===== src/rtl/comm_pkg.sv =====
// comm_pkg: opcodes, acknowledge codes, FSM state type and frame checksum
// shared by the command master and its timer.
package comm_pkg;

    // Command opcodes understood by the copter
    localparam logic [7:0] REQ_BATT  = 8'h01;
    localparam logic [7:0] SET_PTCH  = 8'h02;
    localparam logic [7:0] SET_ROLL  = 8'h03;
    localparam logic [7:0] SET_YAW   = 8'h04;
    localparam logic [7:0] SET_THRST = 8'h05;
    localparam logic [7:0] CALIBRATE = 8'h06;
    localparam logic [7:0] EMER_LAND = 8'h07;

    localparam logic [7:0] POS_ACK   = 8'hA5;

    // Counter widths sized for the largest legal parameter values
    localparam int unsigned IDX_W = 4;  // frame byte index, up to 10 bytes
    localparam int unsigned RXC_W = 3;  // response byte count, up to 4
    localparam int unsigned RTY_W = 2;  // retries left, up to 3

    typedef enum logic [1:0] {
        StIdle,
        StTxByte,
        StTxWait,
        StRxWait
    } state_t;

    // Two's complement of the byte sum, so cmd + data + checksum == 0 mod 256.
    // data is right-aligned; only the low nbytes bytes take part.
    function automatic logic [7:0] frame_chksum(input logic [7:0]  cmd,
                                                input logic [63:0] data,
                                                input int unsigned nbytes);
        logic [7:0] sum;
        sum = cmd;
        for (int unsigned i = 0; i < 8; i++) begin
            if (i < nbytes) sum = sum + data[8*i +: 8];
        end
        return (~sum) + 8'd1;
    endfunction

endpackage


===== src/rtl/resp_timer.sv =====
// resp_timer: counts cycles of rx silence and flags expiry.
// Count width is $clog2(TIMEOUT_CYC); the count saturates at TIMEOUT_CYC-1.
module resp_timer
    import comm_pkg::*;
#(
    parameter int unsigned TIMEOUT_CYC = 1000000
) (
    input  logic clk,
    input  logic rst,
    input  logic clr,
    input  logic en,
    output logic expired
);

    localparam int unsigned CNT_W = $clog2(TIMEOUT_CYC);
    localparam logic [CNT_W-1:0] LAST = CNT_W'(TIMEOUT_CYC - 1);

    logic [CNT_W-1:0] r_cnt;

    // Silence counter: cleared on demand, otherwise counts up while enabled and saturates
    always_ff @(posedge clk or posedge rst) begin
        if (rst) begin
            r_cnt <= '0;
        end else if (clr) begin
            r_cnt <= '0;
        end else if (en && (r_cnt != LAST)) begin
            r_cnt <= r_cnt + 1'b1;
        end
    end

    // Expiry is flagged in the cycle whose increment reaches TIMEOUT_CYC-1, so the
    // master reacts on that same edge (TIMEOUT_CYC-1 cycles after the clear).
    always_comb begin
        expired = en && !clr && (r_cnt >= (LAST - 1'b1));
    end

endmodule


===== src/rtl/cmd_master_n.sv =====
// cmd_master_n: sends a command byte plus DATA_BYTES payload bytes over a byte
// UART and collects a RESP_BYTES response, with timeout and automatic retry.
// Define CMD_MASTER_CHKSUM_EN to append a two's-complement checksum byte.
module cmd_master_n
    import comm_pkg::*;
#(
    parameter int unsigned DATA_BYTES  = 2,
    parameter int unsigned RESP_BYTES  = 1,
    parameter int unsigned TIMEOUT_CYC = 1000000,
    parameter int unsigned RETRIES     = 1
) (
    input  logic                    clk,
    input  logic                    rst,
    input  logic [7:0]              cmd,
    input  logic [8*DATA_BYTES-1:0] data,
    input  logic                    send_cmd,
    output logic                    cmd_sent,
    output logic [8*RESP_BYTES-1:0] resp,
    output logic                    resp_rdy,
    input  logic                    clr_resp_rdy,
    output logic                    timeout,
    output logic                    busy,
    output logic [7:0]              tx_data,
    output logic                    trmt,
    input  logic                    tx_done,
    input  logic [7:0]              rx_data,
    input  logic                    rx_rdy,
    output logic                    clr_rx_rdy
);

    localparam int unsigned DATA_W = 8 * DATA_BYTES;
    localparam int unsigned RESP_W = 8 * RESP_BYTES;
`ifdef CMD_MASTER_CHKSUM_EN
    localparam int unsigned FRAME_LEN = DATA_BYTES + 2;
`else
    localparam int unsigned FRAME_LEN = DATA_BYTES + 1;
`endif
    localparam logic [IDX_W-1:0] LAST_IDX = IDX_W'(FRAME_LEN - 1);
    localparam logic [RXC_W-1:0] LAST_RX  = RXC_W'(RESP_BYTES - 1);

    state_t             r_state;
    state_t             w_state_next;
    logic [7:0]         r_cmd;
    logic [DATA_W-1:0]  r_data;
    logic [IDX_W-1:0]   r_idx;
    logic [RXC_W-1:0]   r_rx_cnt;
    logic [RTY_W-1:0]   r_retry;
    logic [RESP_W-1:0]  r_shift;
    logic [RESP_W-1:0]  r_resp;
    logic               r_cmd_sent;
    logic               r_resp_rdy;
    logic               r_timeout;

    logic [7:0]         w_tx_byte;
    logic [RESP_W-1:0]  w_shift_next;
    logic               w_start;
    logic               w_tx_last;
    logic               w_rx_byte;
    logic               w_rx_last;
    logic               w_expire;
    logic               w_retry;
    logic               w_giveup;
    logic               w_tmr_clr;
    logic               w_tmr_en;
    logic               w_tmr_expired;
`ifdef CMD_MASTER_CHKSUM_EN
    logic [7:0]         w_chk;
`endif

    // Frame events decoded from state and handshakes
    always_comb begin
        w_start      = (r_state == StIdle) && send_cmd;
        w_tx_last    = (r_state == StTxWait) && tx_done && (r_idx == LAST_IDX);
        w_rx_byte    = (r_state == StRxWait) && rx_rdy;
        w_rx_last    = w_rx_byte && (r_rx_cnt == LAST_RX);
        // A received byte takes precedence over a coincident expiry
        w_expire     = (r_state == StRxWait) && !rx_rdy && w_tmr_expired;
        w_retry      = w_expire && (r_retry != '0);
        w_giveup     = w_expire && (r_retry == '0);
        w_tmr_en     = (r_state == StRxWait);
        w_tmr_clr    = w_tx_last || w_rx_byte;
        // First response byte ends up in the MSBs
        w_shift_next = (r_shift << 8) | RESP_W'(rx_data);
    end

`ifdef CMD_MASTER_CHKSUM_EN
    assign w_chk = frame_chksum(r_cmd, 64'(r_data), DATA_BYTES);
`endif

    // Frame byte mux: index 0 is the command, then payload MSB byte first
    always_comb begin
        w_tx_byte = r_cmd;
        for (int unsigned i = 1; i <= DATA_BYTES; i++) begin
            if (r_idx == IDX_W'(i)) w_tx_byte = r_data[8*(DATA_BYTES-i) +: 8];
        end
`ifdef CMD_MASTER_CHKSUM_EN
        if (r_idx == IDX_W'(DATA_BYTES + 1)) w_tx_byte = w_chk;
`endif
    end

    resp_timer #(
        .TIMEOUT_CYC (TIMEOUT_CYC)
    ) u_resp_timer (
        .clk     (clk),
        .rst     (rst),
        .clr     (w_tmr_clr),
        .en      (w_tmr_en),
        .expired (w_tmr_expired)
    );

    // FSM state register
    always_ff @(posedge clk or posedge rst) begin
        if (rst) r_state <= StIdle;
        else     r_state <= w_state_next;
    end

    // FSM next-state logic
    always_comb begin
        w_state_next = r_state;
        unique case (r_state)
            StIdle:   if (send_cmd) w_state_next = StTxByte;
            StTxByte: w_state_next = StTxWait;
            StTxWait: begin
                if (tx_done) w_state_next = (r_idx == LAST_IDX) ? StRxWait : StTxByte;
            end
            StRxWait: begin
                if (w_rx_last)     w_state_next = StIdle;
                else if (w_retry)  w_state_next = StTxByte;
                else if (w_giveup) w_state_next = StIdle;
            end
            default:  w_state_next = StIdle;
        endcase
    end

    // FSM outputs; stray rx bytes outside RX_WAIT are consumed and dropped
    always_comb begin
        trmt       = (r_state == StTxByte);
        busy       = (r_state != StIdle);
        tx_data    = ((r_state == StTxByte) || (r_state == StTxWait)) ? w_tx_byte : 8'h00;
        clr_rx_rdy = rx_rdy && !rst;
    end

    // Frame latch, byte/response counters, retry budget and status flags
    always_ff @(posedge clk or posedge rst) begin
        if (rst) begin
            r_cmd      <= '0;
            r_data     <= '0;
            r_idx      <= '0;
            r_rx_cnt   <= '0;
            r_retry    <= '0;
            r_shift    <= '0;
            r_resp     <= '0;
            r_cmd_sent <= 1'b0;
            r_resp_rdy <= 1'b0;
            r_timeout  <= 1'b0;
        end else begin
            if (w_start) begin
                r_cmd      <= cmd;
                r_data     <= data;
                r_retry    <= RTY_W'(RETRIES);
                r_idx      <= '0;
                r_cmd_sent <= 1'b0;
                r_resp_rdy <= 1'b0;
                r_timeout  <= 1'b0;
            end
            if ((r_state == StTxWait) && tx_done) r_idx <= r_idx + 1'b1;
            if (w_tx_last) begin
                r_cmd_sent <= 1'b1;
                r_rx_cnt   <= '0;
            end
            if (w_rx_byte) begin
                r_shift  <= w_shift_next;
                r_rx_cnt <= r_rx_cnt + 1'b1;
            end
            if (clr_resp_rdy) r_resp_rdy <= 1'b0;
            // Set after clear so a coincident completion wins
            if (w_rx_last) begin
                r_resp     <= w_shift_next;
                r_resp_rdy <= 1'b1;
            end
            if (w_retry) begin
                r_retry    <= r_retry - 1'b1;
                r_cmd_sent <= 1'b0;
                r_idx      <= '0;
            end
            if (w_giveup) r_timeout <= 1'b1;
        end
    end

    assign cmd_sent = r_cmd_sent;
    assign resp_rdy = r_resp_rdy;
    assign timeout  = r_timeout;
    assign resp     = r_resp;

endmodule


===== config.mk =====
export PLATFORM = sky130hd
export DESIGN_NAME = cmd_master_n
export DESIGN_NICKNAME = d
export VERILOG_FILES = /design/src/rtl/comm_pkg.sv /design/src/rtl/resp_timer.sv /design/src/rtl/cmd_master_n.sv
export SDC_FILE = /design/constraint.sdc
export NUM_CORES = 1
export LEC_CHECK = 0
export ABC_CLOCK_PERIOD_IN_PS = 6200
export CORE_ASPECT_RATIO = 1.4
export CORE_UTILIZATION = 50
export DETAILED_ROUTE_END_ITERATION = 10
export PLACE_DENSITY_LB_ADDON = 0.2
export SLEW_MARGIN = 20
export SYNTH_ARGS = -nofsm -noshare
export SYNTH_HDL_FRONTEND = slang
export SYNTH_SLANG_ARGS = --single-unit

===== constraint.sdc =====
create_clock -name clk -period 6.2 [get_ports clk]
set_input_delay 1.24 -clock clk [delete_from_list [all_inputs] [get_ports clk]]
set_output_delay 1.24 -clock clk [all_outputs]
set_load 0.01 [all_outputs]

==> impl_metrics.csv, run 1 <==
group,metric,value,unit
outcome,status,"completed",
placement,gp_congestion,0.778,
grt,grt_pass1_wl,10.9,mm
clock_tree,post-cts-setup-buffer-count,0,
drt,drcViolationCount,0,
synthesis,ys_seq_area_share,48.7,%
floorplan,die_w,71.6,um
finish,multiInputGateArea,0.00163,mm^2
worst_setup_path,path_max_fanout,6,
clock_tree,cts_made_buffers,9,
finish,seqCellArea,0.00165,mm^2
synthesis,async_flop_share,100,%
drt,dr.first_iter.drc_count,155,
timing,fin_crit_sh,60.4,%
worst_setup_path,arrival,2510,ps
power,leakagePower,1.91,nW
clock_tree,clk_path_buf_depth,2,
clock_tree,hold_buffers,0,
floorplan,start_util,51.7,%
drt,first_pass_iters,4,
placement,port-buffer-count,59,
clock_tree,cts_resized,0,
floorplan,core_area,0.00657,mm^2
finish,fin_area,0.00424,mm^2
worst_setup_path,end_kind,"output pin",
finish,num-fill-cells,517,
synthesis,synth_area,0.00339,mm^2
drt,ant_nets,0,
grt,grt_max_degree,67,
timing,min_period,3750,ps
clock_tree,cts_tree,"done",
floorplan,fp.dieH,99.5,um
synthesis,ys_ff_latch,66,
synthesis,synthCells,303,
timing,fmax,0.267,GHz
finish,fin_util,64.5,%
grt,grt_pass1_vias,2369,
clock_tree,cts_sinks,66,
power,peakVddDrop,0.163,mV
drt,routedWlPerCell,14.9,um
synthesis,syn_nets,354,
job,cap_violations,0,
timing,tightest_slew,833,ps
timing,slew_headroom,44.5,%
floorplan,num_io_pins,60,
placement,place_area,0.00405,mm^2
placement,dp_hpwl,4.60,mm
timing,finalHoldViolCount,0,
drt,via_per_inst,5.56,
floorplan,die_area,0.00713,mm^2
synthesis,syn-mean-instance-area,11.2,um^2
clock_tree,root_buffer,"clkbuf_8",
timing,setup-tns-final,0,ps
synthesis,dominantRegCellSynth,"dfrtp_1",
power,p_per_area,417,mW/mm^2
placement,placed_cells,427,
timing,slew_viol_final,0,
grt,grt.overflow.total,0,
drt,via_count,2462,
grt,antenna_found_initial,0,
clock_tree,clk_pin_slew_worst_paths,70,ps
finish,drive_gt1_share,17.3,%
timing,setup_viol,0,
worst_setup_path,crit_required,4960,ps
floorplan,row_count,35,
clock_tree,htree_levels,3,
grt,grt.total_usage,19.8,%
synthesis,netlist-cell-type-count,46,
finish,final_nets,415,
clock_tree,worstSkewPairLatency,330,ps
worst_setup_path,path_class,"in -> out",
synthesis,synth_edf_count,0,
worst_hold_path,min-delay-path-class,"reg -> reg",
worst_setup_path,critPathLaunchType,"input port",
finish,area_growth_syn_to_layout,24.9,%
drt,routed_wl,6.59,mm
timing,finClkSkew,8.84,ps
finish,antennaDiodeCount,0,
timing,rsz0062_at_grt,"false",
finish,final_cells,443,
synthesis,yosysWarningCount,0,
-- cell families (layout without fill, tap and decap cells) --
| logic type | after synthesis | in the layout | synth area share [%] |
|---|---|---|---|
| multiplexers | 44 | 44 | 14.2 |
| buffers and inverters | 29 | 95 | 3.32 |
| adder cells (fa/ha/maj) | 13 | 13 | 4.79 |
| AO/OA/AOI/OAI | 41 | 41 | 9.77 |
| AND/OR/NAND/NOR | 93 | 93 | 14.9 |
| flip-flops | 66 | 66 | 48.7 |
| XOR/XNOR | 17 | 17 | 4.39 |
-- stage by stage --
stage	hold WS (ps)	power (mW)	setup WS, ps
4_1_cts	490	1.79	2460
6_report	487	1.77	2450
5_1_grt	511	1.89	2420
3_5_place_dp	471	1.44	2460
3_3_place_gp	472	1.41	2480
2_1_floorplan	442	1.14	3310
-- critical path: stages --
cell and delay (ps):
clkdlybuf4s50_1 570, nor2b_1 160, clkdlybuf4s50_1 540
-- flip-flops by register name, summed over array words and instances, names as in the netlist, 2 cells and up --
signal and count:
r_cmd 8, r_data 16, r_idx 4, r_retry 2, r_rx_cnt 3, r_state 2, resp 8, u_resp_timer.r_cnt 20
-- routing by layer --
| metal | vias to the layer above | track usage (%) | share of wire, % |
|---|---|---|---|
| met5 | - | 0 | 0 |
| met4 | 0 | 9.20 | 1.7 |
| met3 | 8 | 2.84 | 3.2 |
| met2 | 46 | 35.3 | 52 |
| met1 | 1218 | 23.1 | 43 |
| li1 | 1190 | - | - |
-- Yosys cell counts (all sizes together) (4+ instances only) --
library cell	instances	share of area (%)
dfrtp	66	49
mux2	33	11
nor2	27	3.1
nand2	26	2.9
inv	17	1.9
ha	13	4.8
xor2	13	3.4
o21ai	12	2.1
mux2i	11	3.2
nand3	10	1.5
o211a	8	2.4
clkbuf	7	0.77
nand4	6	1.5
buf	5	0.66
and2	4	0.74
nor3	4	1.1
o2111ai	4	1.5
xnor2	4	1.0
-- area by class of cell --
class / count / share of cell area, %
clock buffer: 10 / 3.01
sequential: 66 / 39.0
tap: 74 / 2.18
timing repair buffer: 62 / 14.5
inverter: 17 / 1.51
clock inverter: 6 / 1.36
multi-input combinational: 208 / 38.5
-- where the power goes --
part           internal, mW  switching [mW]
Clock                 0.183           0.160
Sequential            0.577          0.0897
Combinational         0.419           0.338
Total                  1.18           0.587
-- path summary, 6_finish.rpt --
kind                                        start                 endpoint  slack, ps  cells after the start
max in group asynchronous                     rst     r_idx[3]$_DFFE_PP0P_       4160                      3
hold / removal             r_retry[0]$_DFFE_PP0P_   r_retry[0]$_DFFE_PP0P_        490                      1
setup / recovery                           rx_rdy               clr_rx_rdy       2450                      3
setup reg to reg           r_state[1]$_DFFE_PP0P_   r_state[0]$_DFFE_PP0P_       3650                      5
hold reg to reg            r_retry[0]$_DFFE_PP0P_   r_retry[0]$_DFFE_PP0P_        490                      1
min in group asynchronous                     rst  r_rx_cnt[0]$_DFFE_PP0P_       1480                      3
-- layout by cell type (no fill, tap or decap), types with 8 or more instances in the layout --
| cell type | instances |
|---|---|
| mux2_2 | 33 |
| clkbuf_8 | 9 |
| o211a_1 | 8 |
| clkdlybuf4s50_1 | 59 |
| inv_1 | 16 |
| xor2_1 | 13 |
| nand2_1 | 25 |
| nor2_1 | 26 |
| nand3_1 | 10 |
| mux2i_1 | 11 |
| o21ai_0 | 10 |
| dfrtp_1 | 66 |
| ha_1 | 13 |
No activity file was read; power rests on OpenSTA's default activity.
==> run 2: changes to the inputs <==
ABC_CLOCK_PERIOD_IN_PS = 3750   (was 6200)
clock period = 3.75 ns   (was 6.2 ns; I/O delays follow)
==> run 2 against run 1 <==
Net effect:
- setup slack got worse by 1800 ps
- sequential power rose by 65%
- critical endpoint is now tx_data[7]
- flip-flop and latch count did not move
- non-clock buffer count up 3
- clock skew is 1.3 ps lower
- largest power group unchanged
- register-to-register slack got worse by 2100 ps
- critical path depth is 5 higher
==> impl_metrics.csv, run 2 (same netlist as run 1, synthesis figures left out) <==
group,metric,value,unit
clock_tree,cts_resized,0,
grt,antenna_found_initial,0,
placement,gp_congestion,0.808,
placement,dp_hpwl,4.77,mm
finish,layout_commonest_cell,"dfrtp_1",
outcome,status,"completed",
finish,final_cell_mix,"dfrtp_1 (66), clkdlybuf4s50_1 (59), mux2_2 (33)",
timing,rsz0062_at_grt,"false",
worst_hold_path,min-delay-path-class,"reg -> reg",
timing,min_period,3050,ps
grt,grt_pass1_vias,2435,
clock_tree,htree_levels,3,
finish,regMostFlops,"u_resp_timer.r_cnt",
grt,top_usage_layer,"met2",
clock_tree,root_buffer,"clkbuf_8",
drt,drcViolationCount,0,
worst_setup_path,critPathLaunchType,"register",
grt,grt.overflow.total,0,
floorplan,core_area,0.00657,mm^2
timing,setup-tns-final,0,ps
worst_setup_path,slowest_delay,470,ps
timing,finClkSkew,7.53,ps
finish,antennaDiodeCount,0,
floorplan,row_count,35,
drt,first_pass_iters,4,
grt,grt_pass1_wl,11.3,mm
timing,fmax,0.328,GHz
power,comb_power_share,42.8,%
clock_tree,cts_made_buffers,9,
power,pwr-share-clk,19.7,%
power,leakagePower,1.92,nW
drt,routedWlPerCell,15.1,um
worst_setup_path,path_max_fanout,8,
timing,hold_ws,479,ps
finish,fin_area,0.00427,mm^2
timing,finalHoldViolCount,0,
finish,drive_gt1_share,18.0,%
worst_setup_path,arrival,2300,ps
drt,ant_nets,0,
worst_setup_path,slowest_stage,"clkdlybuf4s50_1",
finish,final_nets,418,
worst_setup_path,end_kind,"output pin",
grt,grt_max_degree,39,
worst_setup_path,path_class,"reg -> out",
clock_tree,post-cts-setup-buffer-count,0,
drt,dr.first_iter.drc_count,144,
floorplan,die_w,71.6,um
clock_tree,clk_path_buf_depth,2,
floorplan,start_util,51.7,%
floorplan,die_area,0.00713,mm^2
power,p_int,1.96,mW
drt,via_per_inst,5.42,
power,p_sw_share,33.6,%
job,cap_violations,0,
finish,largest_reg_flops,20,
timing,setup_viol,0,
placement,place_area,0.00407,mm^2
timing,slew_headroom,47.8,%
grt,grt_use_met2,36.8,%
power,p_seq_share,37.5,%
floorplan,fp.dieH,99.5,um
grt,use_met1,23.7,%
clock_tree,clk_pin_slew_worst_paths,70,ps
finish,area_growth_syn_to_layout,25.7,%
timing,tightest_slew,782,ps
clock_tree,cts_tree,"done",
power,p_per_area,690,mW/mm^2
grt,use_met3,4.66,%
timing,fin_crit_sh,81.3,%
drt,via_count,2419,
finish,reg_top3,"u_resp_timer.r_cnt x20, r_data x16",
worst_setup_path,ff2ff_setup_slack,1580,ps
floorplan,num_io_pins,60,
clock_tree,cts_sinks,66,
power,p_switching,989,uW
power,peakVddDrop,0.420,mV
worst_setup_path,path_cells,"inv_1 -> ha_1 -> nor3b_1 -> buf_4 -> mux2i_1 -> nand2_1 -> o211a_1 -> clkdlybuf4s50_1",
clock_tree,worstSkewPairLatency,340,ps
clock_tree,hold_buffers,0,
worst_setup_path,crit_required,3000,ps
grt,grt.total_usage,20.9,%
timing,slew_viol_final,0,
placement,port-buffer-count,59,
drt,routed_wl,6.73,mm
-- run 2: cell count changes in the layout (fill, tap and decap cells not counted) --
cell,delta
buf_4,+3
clkbuf_1,-1
clkinv_2,-1
clkinvlp_4,+1
inv_6,+1
nand2_1,+1
nand2_2,-1
-- run 2: path summary, 6_finish.rpt --
| check | start | end | depth (start not counted) |
|---|---|---|---|
| worst max register to register | r_state[1]$_DFFE_PP0P_ | u_resp_timer.r_cnt[12]$_DFFE_PP0P_ | 6 |
| worst min register to register | r_rx_cnt[2]$_DFFE_PP0P_ | r_rx_cnt[2]$_DFFE_PP0P_ | 1 |
| worst min-delay path | r_rx_cnt[2]$_DFFE_PP0P_ | r_rx_cnt[2]$_DFFE_PP0P_ | 1 |
| min in group asynchronous | rst | r_rx_cnt[0]$_DFFE_PP0P_ | 2 |
| worst max-delay path | r_idx[1]$_DFFE_PP0P_ | tx_data[7] | 8 |
| max in group asynchronous | rst | resp[5]$_DFFE_PP0P_ | 3 |
-- run 2: critical path: cells and delay by family, from the launching register on --
kind,cells,cell delay [ps]
buffers and inverters,3,800
DFF,1,410
and+or+nand+nor,2,240
muxes,1,240
adders and majority gates,1,140
AOI/OAI and AO/OA,1,130
-- run 2: final cells by class --
type | instances | area (um^2)
clock buffers | 9 | 124
clock inverters | 7 | 68.8
fillers | 562 | 2300
inverters | 17 | 63.8
multi-input cells | 208 | 1630
flip-flops and latches | 66 | 1650
well taps | 74 | 92.6
repair buffers | 65 | 636
-- run 2: through the flow --
step                util [%]  setup WS [ps]  power, mW  std cells
floorplan                  -           1350       1.88        303
global placement        62.0           1010       2.34        430
detailed placement      62.0            980       2.39        430
CTS                     65.0            675       2.99        446
global route            65.0            506       3.16        446
finish                  65.0            700       2.95        446
-- run 2: routing by layer --
layer	wire [um]	vias to the layer above
met2	3580	40
li1	-	1196
met3	263	4
met1	2820	1179
met5	0	-
met4	66	0
-- run 2: power by group through the flow --
stage,combinational (mW),sequential (mW),clock (mW)
final,1.26,1.10,0.580
after global routing,1.39,1.14,0.632
after CTS,1.28,1.10,0.603
after detailed placement,1.27,1.12,0
after global placement,1.24,1.10,0
after floorplan,0.778,1.11,0
==> run 3: changes to the inputs <==
ABC_CLOCK_PERIOD_IN_PS = 2500   (was 3750)
CORE_UTILIZATION = 48   (was 50)
clock period = 2.5 ns   (was 3.75 ns; I/O delays follow)
==> run 3 against run 2 <==
Net effect:
- setup slack lost 660 ps
- clock skew is 1.8 ps higher
- flip-flop and latch count unchanged
- first-iteration DRC count shrank 14%
- clock power increased by 40%
- non-clock buffer count rose by 16
- routed wire length increased by 8.6%
- final cell count is 7.8% higher
- combinational power increased by 52%
- global-route usage grew 1.3 points
- hold slack better by 11 ps
- sequential power increased by 52%
==> impl_metrics.csv, run 3 (same netlist as run 1, synthesis figures left out) <==
group,metric,value,unit
power,leakagePower,2.01,nW
floorplan,start_util,50.7,%
finish,final_cells,481,
worst_setup_path,critPathLaunchType,"register",
worst_setup_path,end_kind,"output pin",
timing,finalHoldViolCount,0,
placement,placed_cells,452,
clock_tree,cts_tree,"done",
clock_tree,cts_sinks,66,
floorplan,fp.dieH,102,um
timing,hold_ws,490,ps
clock_tree,worstSkewPairLatency,350,ps
power,comb_power_share,43.7,%
clock_tree,htree_levels,3,
worst_setup_path,slowest_delay,420,ps
grt,grt_pass1_vias,2671,
clock_tree,clk_path_buf_depth,2,
clock_tree,clk_pin_slew_worst_paths,80,ps
power,p_switching,1.53,mW
finish,antennaDiodeCount,0,
worst_setup_path,critPathBufInv,3,
power,peakVddDrop,0.571,mV
drt,drcViolationCount,0,
finish,largest_reg_flops,20,
timing,rsz0062_at_grt,"true",
finish,reg_top3,"u_resp_timer.r_cnt x20, r_data x16",
floorplan,die_w,73.1,um
grt,antenna_found_initial,0,
placement,port-buffer-count,59,
drt,routed_wl,7.31,mm
timing,tightest_slew,441,ps
worst_setup_path,crit_required,2000,ps
floorplan,core_area,0.00670,mm^2
finish,multiInputGateArea,0.00165,mm^2
placement,dp_hpwl,5.17,mm
worst_setup_path,path_common_cell,"buf_4",
drt,dr.first_iter.drc_count,124,
finish,num-fill-cells,547,
grt,grt.overflow.total,0,
grt,grt_max_degree,23,
worst_hold_path,min-delay-path-class,"in -> async",
drt,first_pass_iters,4,
outcome,status,"completed",
power,p_per_area,1000,mW/mm^2
finish,layout_commonest_cell,"dfrtp_1",
drt,via_count,2534,
worst_setup_path,path_class,"reg -> out",
floorplan,num_io_pins,60,
floorplan,row_count,35,
worst_setup_path,path_max_fanout,5,
finish,regMostFlops,"u_resp_timer.r_cnt",
worst_setup_path,path_delay_family,"simple AND/OR/NAND/NOR gates",
grt,grt_pass1_wl,12.4,mm
worst_setup_path,arrival,1960,ps
finish,final_nets,435,
finish,seqCellArea,0.00165,mm^2
clock_tree,cts_made_buffers,9,
timing,finClkSkew,9.29,ps
timing,setup_viol,0,
floorplan,die_area,0.00742,mm^2
power,p_sw_share,34.8,%
timing,fmax,0.407,GHz
timing,fin_crit_sh,98.2,%
placement,gp_congestion,0.844,
finish,final_cell_mix,"dfrtp_1 (66), clkdlybuf4s50_1 (51), mux2_2 (33)",
power,p_seq_share,37.9,%
clock_tree,root_buffer,"clkbuf_8",
finish,area_growth_syn_to_layout,29.5,%
worst_setup_path,path_cells,"buf_4 -> ha_2 -> or3b_4 -> buf_4 -> o211a_1 -> clkbuf_2",
drt,via_per_inst,5.27,
timing,min_period,2460,ps
timing,slew_headroom,70.5,%
clock_tree,hold_buffers,0,
timing,slew_viol_final,0,
job,cap_violations,0,
drt,ant_nets,0,
grt,grt.total_usage,22.1,%
drt,routedWlPerCell,15.2,um
timing,fin_ws,44.7,ps
worst_setup_path,slowest_stage,"or3b_4",
placement,dp_slack,88.7,ps
power,p_int,2.87,mW
power,pwr-share-clk,18.5,%
finish,drive_gt1_share,24.4,%
run 3: cell count changes in the layout (fill, tap and decap cells not counted), sizes merged:
cell,previous run,this run
clkdlybuf4s50,59,51
clkbuf,9,16
clkinvlp,2,3
buf,6,24
bufinv,1,0
or3b,1,2
clkinv,3,2
run 3: path summary, 6_finish.rpt:
| kind | startpoint | to | slack, ps | cells after the start |
|---|---|---|---|---|
| min in group clk | r_rx_cnt[2]$_DFFE_PP0P_ | r_rx_cnt[2]$_DFFE_PP0P_ | 500 | 1 |
| setup / recovery | r_idx[1]$_DFFE_PP0P_ | tx_data[1] | 40 | 6 |
| hold reg to reg | r_rx_cnt[2]$_DFFE_PP0P_ | r_rx_cnt[2]$_DFFE_PP0P_ | 500 | 1 |
| setup reg to reg | r_idx[1]$_DFFE_PP0P_ | r_state[0]$_DFFE_PP0P_ | 430 | 7 |
| max in group asynchronous | rst | cmd_sent$_DFFE_PP0P_ | 1410 | 3 |
| hold / removal | rst | u_resp_timer.r_cnt[4]$_DFFE_PP0P_ | 490 | 2 |
run 3: repair_timing:
| item | CTS | global route |
|---|---|---|
| buffers inserted | 12 | 0 |
| pin swaps | 0 | 1 |
| cloned | 1 | 0 |
| endpoints found under the setup margin | 8 | 8 |
| resized for setup | 17 | 15 |
run 3: through the flow:
stage	instance area, um^2	TNS [ps]	utilization [%]	total power [mW]
after floorplan	3390	0	-	2.83
after global placement	4140	0	61.8	3.55
after detailed placement	4140	0	61.8	3.61
after CTS	4430	-46.7	66.1	4.48
after global routing	4390	-43.5	65.6	4.73
final	4390	0	65.6	4.40
run 3: cell type report:
cell class,instances,share of cell area (%)
Clock buffer,10,3.13
Inverter,17,1.45
Timing Repair Buffer,81,16.7
Clock inverter,6,0.940
Tap cell,92,2.62
Multi-Input combinational cell,209,37.5
Sequential cell,66,37.6
run 3: power by group through the flow:
stage / combinational, mW / sequential (mW) / clock [mW]
3_3_place_gp: 1.87 / 1.67 / 0
3_5_place_dp: 1.92 / 1.69 / 0
4_1_cts: 1.99 / 1.66 / 0.831
6_report: 1.92 / 1.67 / 0.812
5_1_grt: 2.14 / 1.71 / 0.877
2_1_floorplan: 1.17 / 1.66 / 0
run 3: metal layers:
metal	global-route usage (%)	share of wire, %	up-vias
li1	-	-	1226
met1	25.1	41	1246
met2	39.5	54	47
met3	4.68	3.7	15
met4	9.65	2.0	0
met5	0	0	-
run 3: worst reg2reg max path, cell delays in order (launching register included):
cell       delay [ps]
dfrtp_1           390
buf_4             130
ha_2              170
or3b_4            470
o2111ai_4         280
o2bb2ai_1         250
o21ai_0           150
o41a_1            120
